==> config.mk <==
export PLATFORM = sky130hd
export DESIGN_NAME = cart_watchpoint_unit
export DESIGN_NICKNAME = d
export VERILOG_FILES = /design/src/rtl/cart_wp_pkg.sv /design/src/rtl/cart_wp_channel.sv /design/src/rtl/cart_watchpoint_unit.sv
export SDC_FILE = /design/constraint.sdc
export NUM_CORES = 1
export LEC_CHECK = 0
export CAP_MARGIN = 15
export CELL_PAD_IN_SITES_DETAIL_PLACEMENT = 1
export CELL_PAD_IN_SITES_GLOBAL_PLACEMENT = 1
export CORE_AREA = 2 2 173 175
export CTS_CLUSTER_DIAMETER = 50
export DETAILED_ROUTE_END_ITERATION = 7
export DIE_AREA = 0 0 175 177
export DONT_BUFFER_PORTS = 1
export PLACE_DENSITY = 0.93
export SKIP_CTS_REPAIR_TIMING = 1
export SKIP_LAST_GASP = 1
export SLEW_MARGIN = 20
export SYNTH_ARGS = -nofsm -noshare
export SYNTH_HDL_FRONTEND = slang
export SYNTH_SLANG_ARGS = --single-unit
==> constraint.sdc <==
create_clock -name clk -period 3.3 [get_ports clk]
set_input_delay 0.33 -clock clk [delete_from_list [all_inputs] [get_ports clk]]
set_output_delay 0.33 -clock clk [all_outputs]
set_load 0.01 [all_outputs]
==> src/rtl/cart_wp_pkg.sv <==
// Shared constants for the cartridge watchpoint unit: register-window layout,
// control/status bit positions and the masked address comparator.
package cart_wp_pkg;

  localparam logic [1:0] SUB_ADDR_HI = 2'd0;
  localparam logic [1:0] SUB_ADDR_LO = 2'd1;
  localparam logic [1:0] SUB_MASK_LO = 2'd2;
  localparam logic [1:0] SUB_CTRL    = 2'd3;

  localparam logic [2:0] STATUS_CH  = 3'd7;
  localparam logic [1:0] SUB_STATUS = 2'd0;
  localparam logic [1:0] SUB_CNT_RD = 2'd1;

  localparam int CTRL_EN         = 0;
  localparam int CTRL_MATCH_RD   = 1;
  localparam int CTRL_MATCH_WR   = 2;
  localparam int CTRL_PRESET_LSB = 8;
  localparam int STATUS_ARMED    = 15;

  typedef struct packed {
    logic en;
    logic match_rd;
    logic match_wr;
  } wp_ctrl_t;

  // A mask bit of 1 means the corresponding address bit takes part in the compare.
  function automatic logic wp_addr_hit(input logic [23:1] bus_addr,
                                       input logic [23:1] cmp_addr,
                                       input logic [23:1] cmp_mask);
    return ((bus_addr ^ cmp_addr) & cmp_mask) == 23'h0;
  endfunction

endpackage

==> src/rtl/cart_wp_channel.sv <==
// One watchpoint channel: address/mask/control registers, hit down-counter and
// comparator. Produces a combinational fire strobe and the addressed read word.
module cart_wp_channel
  import cart_wp_pkg::*;
#(
  parameter int CNT_W = 8
) (
  input  logic             clk,
  input  logic             reset_n,
  input  logic             wr_en,
  input  logic [1:0]       sub,
  input  logic             wr_hi,
  input  logic             wr_lo,
  input  logic [15:0]      wr_data,
  input  logic             match_en,
  input  logic [23:1]      cpu_address,
  input  logic             cpu_rd,
  output logic             fire,
  output logic [15:0]      rd_word,
  output logic [CNT_W-1:0] count
);

  logic [23:1]      addr_q, addr_d;
  logic [23:1]      mask_q, mask_d;
  wp_ctrl_t         ctrl_q, ctrl_d;
  logic [CNT_W-1:0] preset_q, preset_d;
  logic [CNT_W-1:0] cnt_q, cnt_d;
  logic             qual;

  assign qual  = match_en & ctrl_q.en & wp_addr_hit(cpu_address, addr_q, mask_q)
               & (cpu_rd ? ctrl_q.match_rd : ctrl_q.match_wr);
  assign fire  = qual & (cnt_q == '0);
  assign count = cnt_q;

  always_comb begin
    addr_d   = addr_q;
    mask_d   = mask_q;
    ctrl_d   = ctrl_q;
    preset_d = preset_q;
    cnt_d    = cnt_q;
    if (qual) begin
      cnt_d = (cnt_q == '0) ? preset_q : cnt_q - CNT_W'(1);
    end
    // Register writes come last so a control write overrides any counter update.
    if (wr_en) begin
      case (sub)
        SUB_ADDR_HI: begin
          if (wr_hi) mask_d[23:16] = wr_data[15:8];
          if (wr_lo) addr_d[23:16] = wr_data[7:0];
        end
        SUB_ADDR_LO: begin
          if (wr_hi) addr_d[15:8] = wr_data[15:8];
          if (wr_lo) addr_d[7:1]  = wr_data[7:1];
        end
        SUB_MASK_LO: begin
          if (wr_hi) mask_d[15:8] = wr_data[15:8];
          if (wr_lo) mask_d[7:1]  = wr_data[7:1];
        end
        default: begin
          if (wr_lo) begin
            ctrl_d.en       = wr_data[CTRL_EN];
            ctrl_d.match_rd = wr_data[CTRL_MATCH_RD];
            ctrl_d.match_wr = wr_data[CTRL_MATCH_WR];
          end
          if (wr_hi) preset_d = wr_data[CTRL_PRESET_LSB +: CNT_W];
          cnt_d = preset_d;
        end
      endcase
    end
  end

  always_comb begin
    rd_word = 16'h0000;
    case (sub)
      SUB_ADDR_HI: rd_word = {mask_q[23:16], addr_q[23:16]};
      SUB_ADDR_LO: rd_word = {addr_q[15:1], 1'b0};
      SUB_MASK_LO: rd_word = {mask_q[15:1], 1'b0};
      default: begin
        rd_word[CTRL_EN]                     = ctrl_q.en;
        rd_word[CTRL_MATCH_RD]               = ctrl_q.match_rd;
        rd_word[CTRL_MATCH_WR]               = ctrl_q.match_wr;
        rd_word[CTRL_PRESET_LSB +: CNT_W]    = preset_q;
      end
    endcase
  end

  always_ff @(posedge clk) begin
    if (!reset_n) begin
      addr_q   <= '0;
      mask_q   <= '0;
      ctrl_q   <= '0;
      preset_q <= '0;
      cnt_q    <= '0;
    end else begin
      addr_q   <= addr_d;
      mask_q   <= mask_d;
      ctrl_q   <= ctrl_d;
      preset_q <= preset_d;
      cnt_q    <= cnt_d;
    end
  end

endmodule

==> src/rtl/cart_watchpoint_unit.sv <==
// NUM_WP-channel address watchpoint beside the cartridge controller: bus-cycle
// detection, arming, sticky hit flags, status/counter window and read mux.
module cart_watchpoint_unit
  import cart_wp_pkg::*;
#(
  parameter int NUM_WP = 4,
  parameter int CNT_W  = 8
) (
  input  logic              clk,
  input  logic              _reset,
  input  logic [23:1]       cpu_address,
  input  logic              _cpu_as,
  input  logic              cpu_rd,
  input  logic              cpu_hwr,
  input  logic              cpu_lwr,
  input  logic              dbr,
  input  logic              active,
  input  logic              reg_sel,
  input  logic [5:1]        reg_address,
  input  logic [15:0]       data_in,
  output logic [15:0]       data_out,
  input  logic              rearm,
  output logic              brk_req,
  output logic [NUM_WP-1:0] hit
);

  logic              as_q, as_d;
  logic              armed_q, armed_d;
  logic              brk_q, brk_d;
  logic [NUM_WP-1:0] hit_q, hit_d;
  logic [2:0]        cnt_idx_q, cnt_idx_d;

  logic              cycle_start;
  logic              match_en;
  logic              reg_wr;
  logic              status_wr;
  logic              cnt_idx_wr;
  logic [2:0]        ch_sel;
  logic [1:0]        sub_sel;
  logic [15:0]       rd_word;

  logic [NUM_WP-1:0] fire;
  logic [15:0]       ch_rd  [NUM_WP];
  logic [CNT_W-1:0]  ch_cnt [NUM_WP];

  assign ch_sel      = reg_address[5:3];
  assign sub_sel     = reg_address[2:1];
  assign cycle_start = as_q & ~_cpu_as & ~dbr;
  assign match_en    = cycle_start & armed_q & ~active;
  assign reg_wr      = reg_sel & (cpu_hwr | cpu_lwr);
  assign status_wr   = reg_wr & (ch_sel == STATUS_CH) & (sub_sel == SUB_STATUS);
  assign cnt_idx_wr  = reg_wr & (ch_sel == STATUS_CH) & (sub_sel == SUB_CNT_RD);

  for (genvar g = 0; g < NUM_WP; g++) begin : g_ch
    cart_wp_channel #(.CNT_W(CNT_W)) u_ch (
      .clk         (clk),
      .reset_n     (_reset),
      .wr_en       (reg_wr & (ch_sel == 3'(g))),
      .sub         (sub_sel),
      .wr_hi       (cpu_hwr),
      .wr_lo       (cpu_lwr),
      .wr_data     (data_in),
      .match_en    (match_en),
      .cpu_address (cpu_address),
      .cpu_rd      (cpu_rd),
      .fire        (fire[g]),
      .rd_word     (ch_rd[g]),
      .count       (ch_cnt[g])
    );
  end

  // A fresh fire outranks a W1C clear of the same bit and any re-arm request.
  always_comb begin
    as_d      = _cpu_as;
    brk_d     = |fire;
    hit_d     = hit_q;
    armed_d   = armed_q;
    cnt_idx_d = cnt_idx_q;
    if (status_wr && cpu_lwr) hit_d = hit_q & ~data_in[NUM_WP-1:0];
    if (status_wr && cpu_hwr && data_in[STATUS_ARMED]) armed_d = 1'b1;
    if (rearm) armed_d = 1'b1;
    if (cnt_idx_wr && cpu_lwr) cnt_idx_d = data_in[2:0];
    hit_d = hit_d | fire;
    if (|fire) armed_d = 1'b0;
  end

  always_comb begin
    rd_word = 16'h0000;
    if (ch_sel == STATUS_CH) begin
      if (sub_sel == SUB_STATUS) begin
        rd_word[NUM_WP-1:0]   = hit_q;
        rd_word[STATUS_ARMED] = armed_q;
      end else if (sub_sel == SUB_CNT_RD) begin
        for (int i = 0; i < NUM_WP; i++) begin
          if (cnt_idx_q == 3'(i)) rd_word[CNT_W-1:0] = ch_cnt[i];
        end
      end
    end else begin
      for (int i = 0; i < NUM_WP; i++) begin
        if (ch_sel == 3'(i)) rd_word = ch_rd[i];
      end
    end
  end

  assign data_out = (reg_sel & cpu_rd) ? rd_word : 16'h0000;
  assign brk_req  = brk_q;
  assign hit      = hit_q;

  always_ff @(posedge clk) begin
    if (!_reset) begin
      as_q      <= 1'b1;
      armed_q   <= 1'b0;
      brk_q     <= 1'b0;
      hit_q     <= '0;
      cnt_idx_q <= '0;
    end else begin
      as_q      <= as_d;
      armed_q   <= armed_d;
      brk_q     <= brk_d;
      hit_q     <= hit_d;
      cnt_idx_q <= cnt_idx_d;
    end
  end

endmodule
==> summary.txt, run 1 <==
Status - complete, but fails checks
Failing checks - negative hold slack
Final Critical Period - 2.94 ns
P&R area growth vs syn - 10.1%
Layout cells sized above 1 - 8.95%
FF+latch area - 0.00541 mm^2
Initial Util - 52.1%
Slew Limit Fails - 0
Largest net degree at the start of global routing - 103
Chip height - 177 um
Setup slack after layout - 0.357 ns
Place WS - 0.447 ns
Sink Count - 270
Hold path start - _reset
Worst r2r src - as_q$_SDFF_PN1_
Min-delay worst type - in -> reg
Static leakage - 7.42 nW
Drt drc - 0
RSZ-0062 raised after global routing - false
Hold endpoint - g_ch[3].u_ch.count[3]$_SDFF_PN0_
Register area share after synthesis - 35.5%
Async SR Flop Fraction - 0%
I/O pin count - 75
Setup_tns - 0 ns
Synth top area cells - dfxtp_1 35%, mux2i_1 15%, nor2_1 6.4%
DRT Pass-1 Iters - 6
WS Path Type - reg -> out
Hpwl dp - 44600 um
Multi-input logic area - 0.00921 mm^2
Critical path fanouts, max - 4
Yosys Warn Count - 0
Number of standard cells after synthesis - 1742
Slowest stage delay, CP - 0.92 ns
Die Wd - 175 um
Clk network pwr share - 50.6%
Vias/cell - 7.18
Crit-path leading delay family - simple AND/OR/NAND/NOR gates
Switching Share - 24.6%
Gr usage total - 41.6%
Crit. End Element - output port
Worst endpoint required time - 2.97 ns
Startpoint types - register
Slowest CP cell - nor3_1
Final hold slack - -0.0413 ns
Max-cap violations - 0
Hold path cells - 2
Max VDD drop - 460 uV
Drt total wl - 68300 um
Post-synth EDFFs - 0
Core footprint - 0.0292 mm^2
Max clock buf depth - 3
R2R Setup Slk - 0.43 ns
Die area - 0.0310 mm^2
Reg clk slew, reported paths - 0.06 ns
R2R Path End - g_ch[0].u_ch.count[5]$_SDFF_PN0_
Switching component of the power - 1.87 mW
Final setup viols - 0
Main synth FF type - dfxtp_1
Final period utilization - 89.2%
Worst r2r path cells - 6
CTS tree - done
Synth cell types - 61
Syn Std Cell Area - 0.0152 mm^2
WP data arrival - 2.61 ns
Post-route clock skew - 0.0176 ns
Hold Violations, Final - 105
Port-buffer cells - 0
Antenna violations before repair - 3
Number of synthesized register bits - 270
Routed Antenna Nets - 0
Yosys top cell area share - 35.5%
Avg Cell Area, Syn - 8.74 um^2
GR Overflow Total - 0
Filler cell count - 3344
Relative slew slack - 22.7%
H-tree levels - 2
Initial DRC Count - 2375
Via count - 15200
Slew @ Worst Pin - 1.15 ns
Max Fclk - 0.340 GHz
Largest area contributor in the netlist - dfxtp_1
Worst-path cell chain - mux4_2, a22oi_1, o21a_1, nor3_1
Row count - 63
Final net count - 1760
CTS Buf Count - 34
Vias in the first global route - 15600
Reg power frac - 43.3%
First-pass GRT wire length - 97400 um
GP Congestion - 1.07
PD cells - 454 mW/mm^2
CP Buf/Inv Count - 0
Int Pwr - 5.74 mW
DR WL/cell - 32.4 um
Comb power frac - 6.2%
Skew-Pair Late Insertion Delay - 0.53 ns
Syn_nets - 1804
Root Driver - clkbuf_16
==> power groups by stage <==
stage	sequential, mW	clock (mW)	combinational [mW]
6_report	3.29	3.85	0.469
5_1_grt	3.29	3.96	0.483
4_1_cts	3.29	3.81	0.391
3_5_place_dp	3.36	0	0.377
3_3_place_gp	3.36	0	0.363
2_1_floorplan	3.36	0	0.378
==> state kept, by name, indices dropped and copies added, names as in the netlist <==
name                flops
g_ch.u_ch.mask_q       92
armed_q                 1
g_ch.u_ch.count        32
g_ch.u_ch.ctrl_q       12
cnt_idx_q               3
hit                     4
g_ch.u_ch.preset_q     32
as_q                    1
brk_req                 1
g_ch.u_ch.addr_q       92
==> kinds of logic (layout without fill, tap and decap cells) <==
| group | Yosys count | after routing | synth area share, % |
|---|---|---|---|
| buffers and inverters | 160 | 138 | 4.13 |
| adder cells (fa/ha/maj) | 8 | 8 | 0.657 |
| flip-flops | 270 | 270 | 35.5 |
| XOR/XNOR | 101 | 101 | 5.81 |
| other | 0 | 1 | 0 |
| AND/OR/NAND/NOR | 582 | 582 | 17.1 |
| multiplexers | 293 | 293 | 22.9 |
| AO/OA/AOI/OAI | 328 | 328 | 13.9 |
==> worst max-delay path by stage <==
| stage | cells after the start | slack [ns] | endpoint | from |
|---|---|---|---|---|
| after global routing | 4 | 0.46 | data_out[15] | g_ch[0].u_ch.preset_q[7]$_SDFFE_PN0P_ |
| final | 4 | 0.36 | data_out[15] | g_ch[0].u_ch.preset_q[7]$_SDFFE_PN0P_ |
| after CTS | 6 | 0.52 | g_ch[0].u_ch.count[5]$_SDFF_PN0_ | as_q$_SDFF_PN1_ |
| after detailed placement | 6 | 0.45 | g_ch[0].u_ch.count[0]$_SDFF_PN0_ | active |
| after global placement | 6 | 0.59 | g_ch[2].u_ch.count[7]$_SDFF_PN0_ | active |
| after floorplan | 10 | 0.80 | data_out[3] | reg_address[2] |
==> layer usage <==
metal	vias up	GRT usage, %	part of all wire [%]
met4	2	28.3	9.8
met3	444	13.0	14
met2	1201	64.6	42
met1	7343	49.4	35
met5	-	0	0.019
li1	6168	-	-
==> cells in the mapped netlist, types with 14 or more instances <==
library cell    n
dfxtp_1       270
buf_2          14
nand4_1        21
mux4_2         42
inv_1          33
mux2_2         18
nand2_1       122
nand3_1        89
clkbuf_1      101
o31ai_1        19
a22oi_1        62
mux2i_1       233
a211oi_1       15
a21oi_1        76
xor2_1         94
a31oi_1        26
o21ai_0        71
nor2b_1        14
nor2_1        260
nor3_1         20
==> per-stage QoR <==
stage          cell area (um^2)  utilization (%)  instances  total power, mW
2_1_floorplan             15200                -       1742             3.73
3_3_place_gp              15400             52.8       2031             3.73
3_5_place_dp              15400             52.8       2031             3.74
4_1_cts                   16600             56.6       2089             7.50
5_1_grt                   16800             57.4       2110             7.74
6_report                  16800             57.4       2111             7.61
==> final cells by class <==
| type | instances | share of cell area (%) |
|---|---|---|
| Clock buffer | 45 | 5.74 |
| Multi-Input combinational cell | 1312 | 54.9 |
| Clock inverter | 13 | 0.984 |
| Sequential cell | 270 | 32.2 |
| Tap cell | 390 | 2.91 |
| Antenna cell | 1 | 0.0149 |
| Inverter | 34 | 0.791 |
| Timing Repair Buffer | 46 | 2.45 |
==> worst reg2reg max path: stages (launching register included) <==
cell and delay, ns:
dfxtp_1 0.30, or4b_4 0.50, nor2_1 0.41, nand3_1 0.20, or4_1 0.76, o31ai_1 0.41
o221a_2 0.24
==> cell usage in the layout, fill, tap and decap left out, types with 5 or more instances in the layout <==
master | netlist | layout
nor4_2 | 3 | 5
nand3_1 | 89 | 89
inv_1 | 33 | 33
xor2_1 | 94 | 94
ha_1 | 8 | 8
dfxtp_1 | 270 | 270
clkbuf_16 | 0 | 35
mux2_2 | 18 | 18
nor2b_1 | 14 | 14
clkbuf_1 | 101 | 5
mux4_2 | 42 | 42
buf_4 | 0 | 24
nand4_1 | 21 | 21
o21ai_0 | 71 | 71
xnor2_1 | 7 | 7
nand2_1 | 122 | 122
nor2_1 | 260 | 260
dlygate4sd3_1 | 0 | 21
a211oi_1 | 15 | 15
mux2i_1 | 233 | 233
clkbuf_8 | 0 | 5
o31ai_1 | 19 | 19
o211ai_1 | 8 | 8
a31oi_1 | 26 | 26
nand2b_1 | 13 | 13
and2_1 | 6 | 6
a21oi_1 | 76 | 76
and3_1 | 5 | 5
or4_1 | 5 | 5
a22oi_1 | 62 | 62
a21o_1 | 6 | 6
nor4_1 | 10 | 8
o22a_1 | 11 | 11
nor3_1 | 20 | 20
(Power assumes the default switching activity.)
==> run 2, diff against run 1 <==
clock period = 3.8 ns   (was 3.3 ns; I/O delays follow)
==> summary.txt, run 2 (same netlist as run 1, synthesis figures left out) <==
Hpwl dp - 43900 um (-1.4%)
Critical path fanouts, max - 13 (+9)
I/O pin count - 75 (unchanged)
GR Overflow Total - 0 (unchanged)
RSZ-0062 raised after global routing - false
Gr usage total - 41.7% (+0.15 points)
Skew-Pair Late Insertion Delay - 0.53 ns (about the same)
Antenna violations before repair - 0 (-3)
Final period utilization - 78.5%
Sink Count - 270 (unchanged)
Post-route clock skew - 0.0210 ns (+0.00338 ns)
WS Path Type - reg -> out
Layout cells sized above 1 - 8.77% (-0.18 points)
Most frequent cells in the layout - 270 x dfxtp_1, 260 x nor2_1, 233 x mux2i_1
Status - complete, no violations
Max Fclk - 0.335 GHz
Ant diodes - 0 (-1)
Vias/cell - 7.13 (-0.75%)
Hold Violations, Final - 0 (-100%)
Slew @ Worst Pin - 1.03 ns (-0.117 ns)
Row count - 63 (unchanged)
Filler cell count - 3318 (-0.78%)
P&R area growth vs syn - 8.78%
Final net count - 1735 (-1.4%)
Root Driver - clkbuf_16
Drt drc - 0 (unchanged)
H-tree levels - 2 (unchanged)
Relative slew slack - 30.5% (+7.8 points)
Setup_tns - 0 ns (unchanged)
Place WS - 0.684 ns (+0.237 ns)
Static leakage - 7.32 nW (-1.3%)
Crit. End Element - output port
CTS Buf Count - 35 (+2.9%)
Via count - 14900 (-1.8%)
GP Congestion - 1.05 (-1.8%)
Die area - 0.0310 mm^2 (unchanged)
Die Wd - 175 um (unchanged)
Most common cell after layout, fill and taps aside - dfxtp_1
Port-buffer cells - 0 (unchanged)
Final Critical Period - 2.98 ns
Slew Limit Fails - 0 (unchanged)
Routed Antenna Nets - 0 (unchanged)
PD cells - 399 mW/mm^2 (-12%)
Max VDD drop - 357 uV (-22%)
Initial Util - 52.1% (unchanged)
DR WL/cell - 31.4 um (-3.1%)
DRT Pass-1 Iters - 8 (+2)
Startpoint types - register
Max-cap violations - 0 (unchanged)
Largest net degree at the start of global routing - 108 (+4.9%)
Drt total wl - 65500 um (-4.1%)
Worst endpoint required time - 3.42 ns (+0.45 ns)
Chip height - 177 um (unchanged)
CTS tree - done
Min-delay worst type - in -> reg
Initial DRC Count - 2010 (-15%)
Reg clk slew, reported paths - 0.05 ns (about the same)
Setup slack after layout - 0.818 ns (+0.461 ns)
WP data arrival - 2.60 ns (about the same)
First-pass GRT wire length - 97600 um (+0.21%)
Vias in the first global route - 15400 (-0.76%)
Final setup viols - 0 (unchanged)
Max clock buf depth - 3 (unchanged)
Largest regs - g_ch.u_ch.addr_q: 92 flops, g_ch.u_ch.mask_q: 92 flops
Core footprint - 0.0292 mm^2 (unchanged)
run 2: cell types whose count changed in the layout (fill, tap and decap cells not counted), sizes merged:
cell         previous run  this run
clkbuf                 45        49
clkinv                  4         5
dlygate4sd3            21         2
clkinvlp                4         2
diode                   1         0
inv                    36        38
buf                    25        18
run 2: routing by layer:
metal  up-vias  track usage [%]  wire, um
met1      7284             48.8     23400
met2      1090             65.4     28700
met5         -                0         0
met3       380             13.8      8140
met4         0             28.0      5340
li1       6134                -         -
run 2: cell type report:
class / instances / area (um^2) / share of cell area (%)
multi-input combinational: 1312 / 9220 / 55.6
sequential: 270 / 5410 / 32.6
clock buffer: 49 / 988 / 5.97
tap: 390 / 488 / 2.94
clock inverter: 14 / 169 / 1.02
timing repair buffer: 20 / 168 / 1.01
inverter: 34 / 133 / 0.800
run 2: metrics by stage:
step | cell area [um^2] | utilization (%) | total power [mW] | hold slack [ns] | instances
floorplan | 15200 | - | 3.24 | 0.444 | 1742
global placement | 15400 | 52.6 | 3.24 | 0.454 | 2024
detailed placement | 15400 | 52.6 | 3.25 | 0.472 | 2024
CTS | 16500 | 56.6 | 6.60 | -0.0542 | 2087
global route | 16600 | 56.7 | 6.75 | 0.00792 | 2089
finish | 16600 | 56.7 | 6.62 | 0.00582 | 2089
run 2: final timing paths:
path | start | endpoint | slack, ns | cells after the start
setup / recovery | cnt_idx_q[1]$_SDFFE_PN0P_ | data_out[2] | 0.82 | 4
hold / removal | data_in[6] | g_ch[0].u_ch.addr_q[22]$_SDFFE_PN0P_ | 0.006 | 2
setup reg to reg | as_q$_SDFF_PN1_ | hit[0]$_SDFF_PN0_ | 0.95 | 6
hold reg to reg | g_ch[2].u_ch.ctrl_q[0]$_SDFFE_PN0P_ | g_ch[2].u_ch.ctrl_q[0]$_SDFFE_PN0P_ | 0.49 | 2
run 2: report_power, final:
group / switching [mW] / internal (mW) / leakage, nW / total (mW)
Clock: 1.37 / 2.03 / 0.564 / 3.41
Sequential: 0.0179 / 2.84 / 2.18 / 2.86
Combinational: 0.222 / 0.129 / 4.58 / 0.351
Total: 1.61 / 5.01 / 7.32 / 6.62
run 2: worst max-delay path: stages, from the launching register on:
cell and delay, ns:
dfxtp_1 0.71, nand2b_1 0.32, o22ai_1 0.20, o21ai_0 0.49
and3_1 0.35
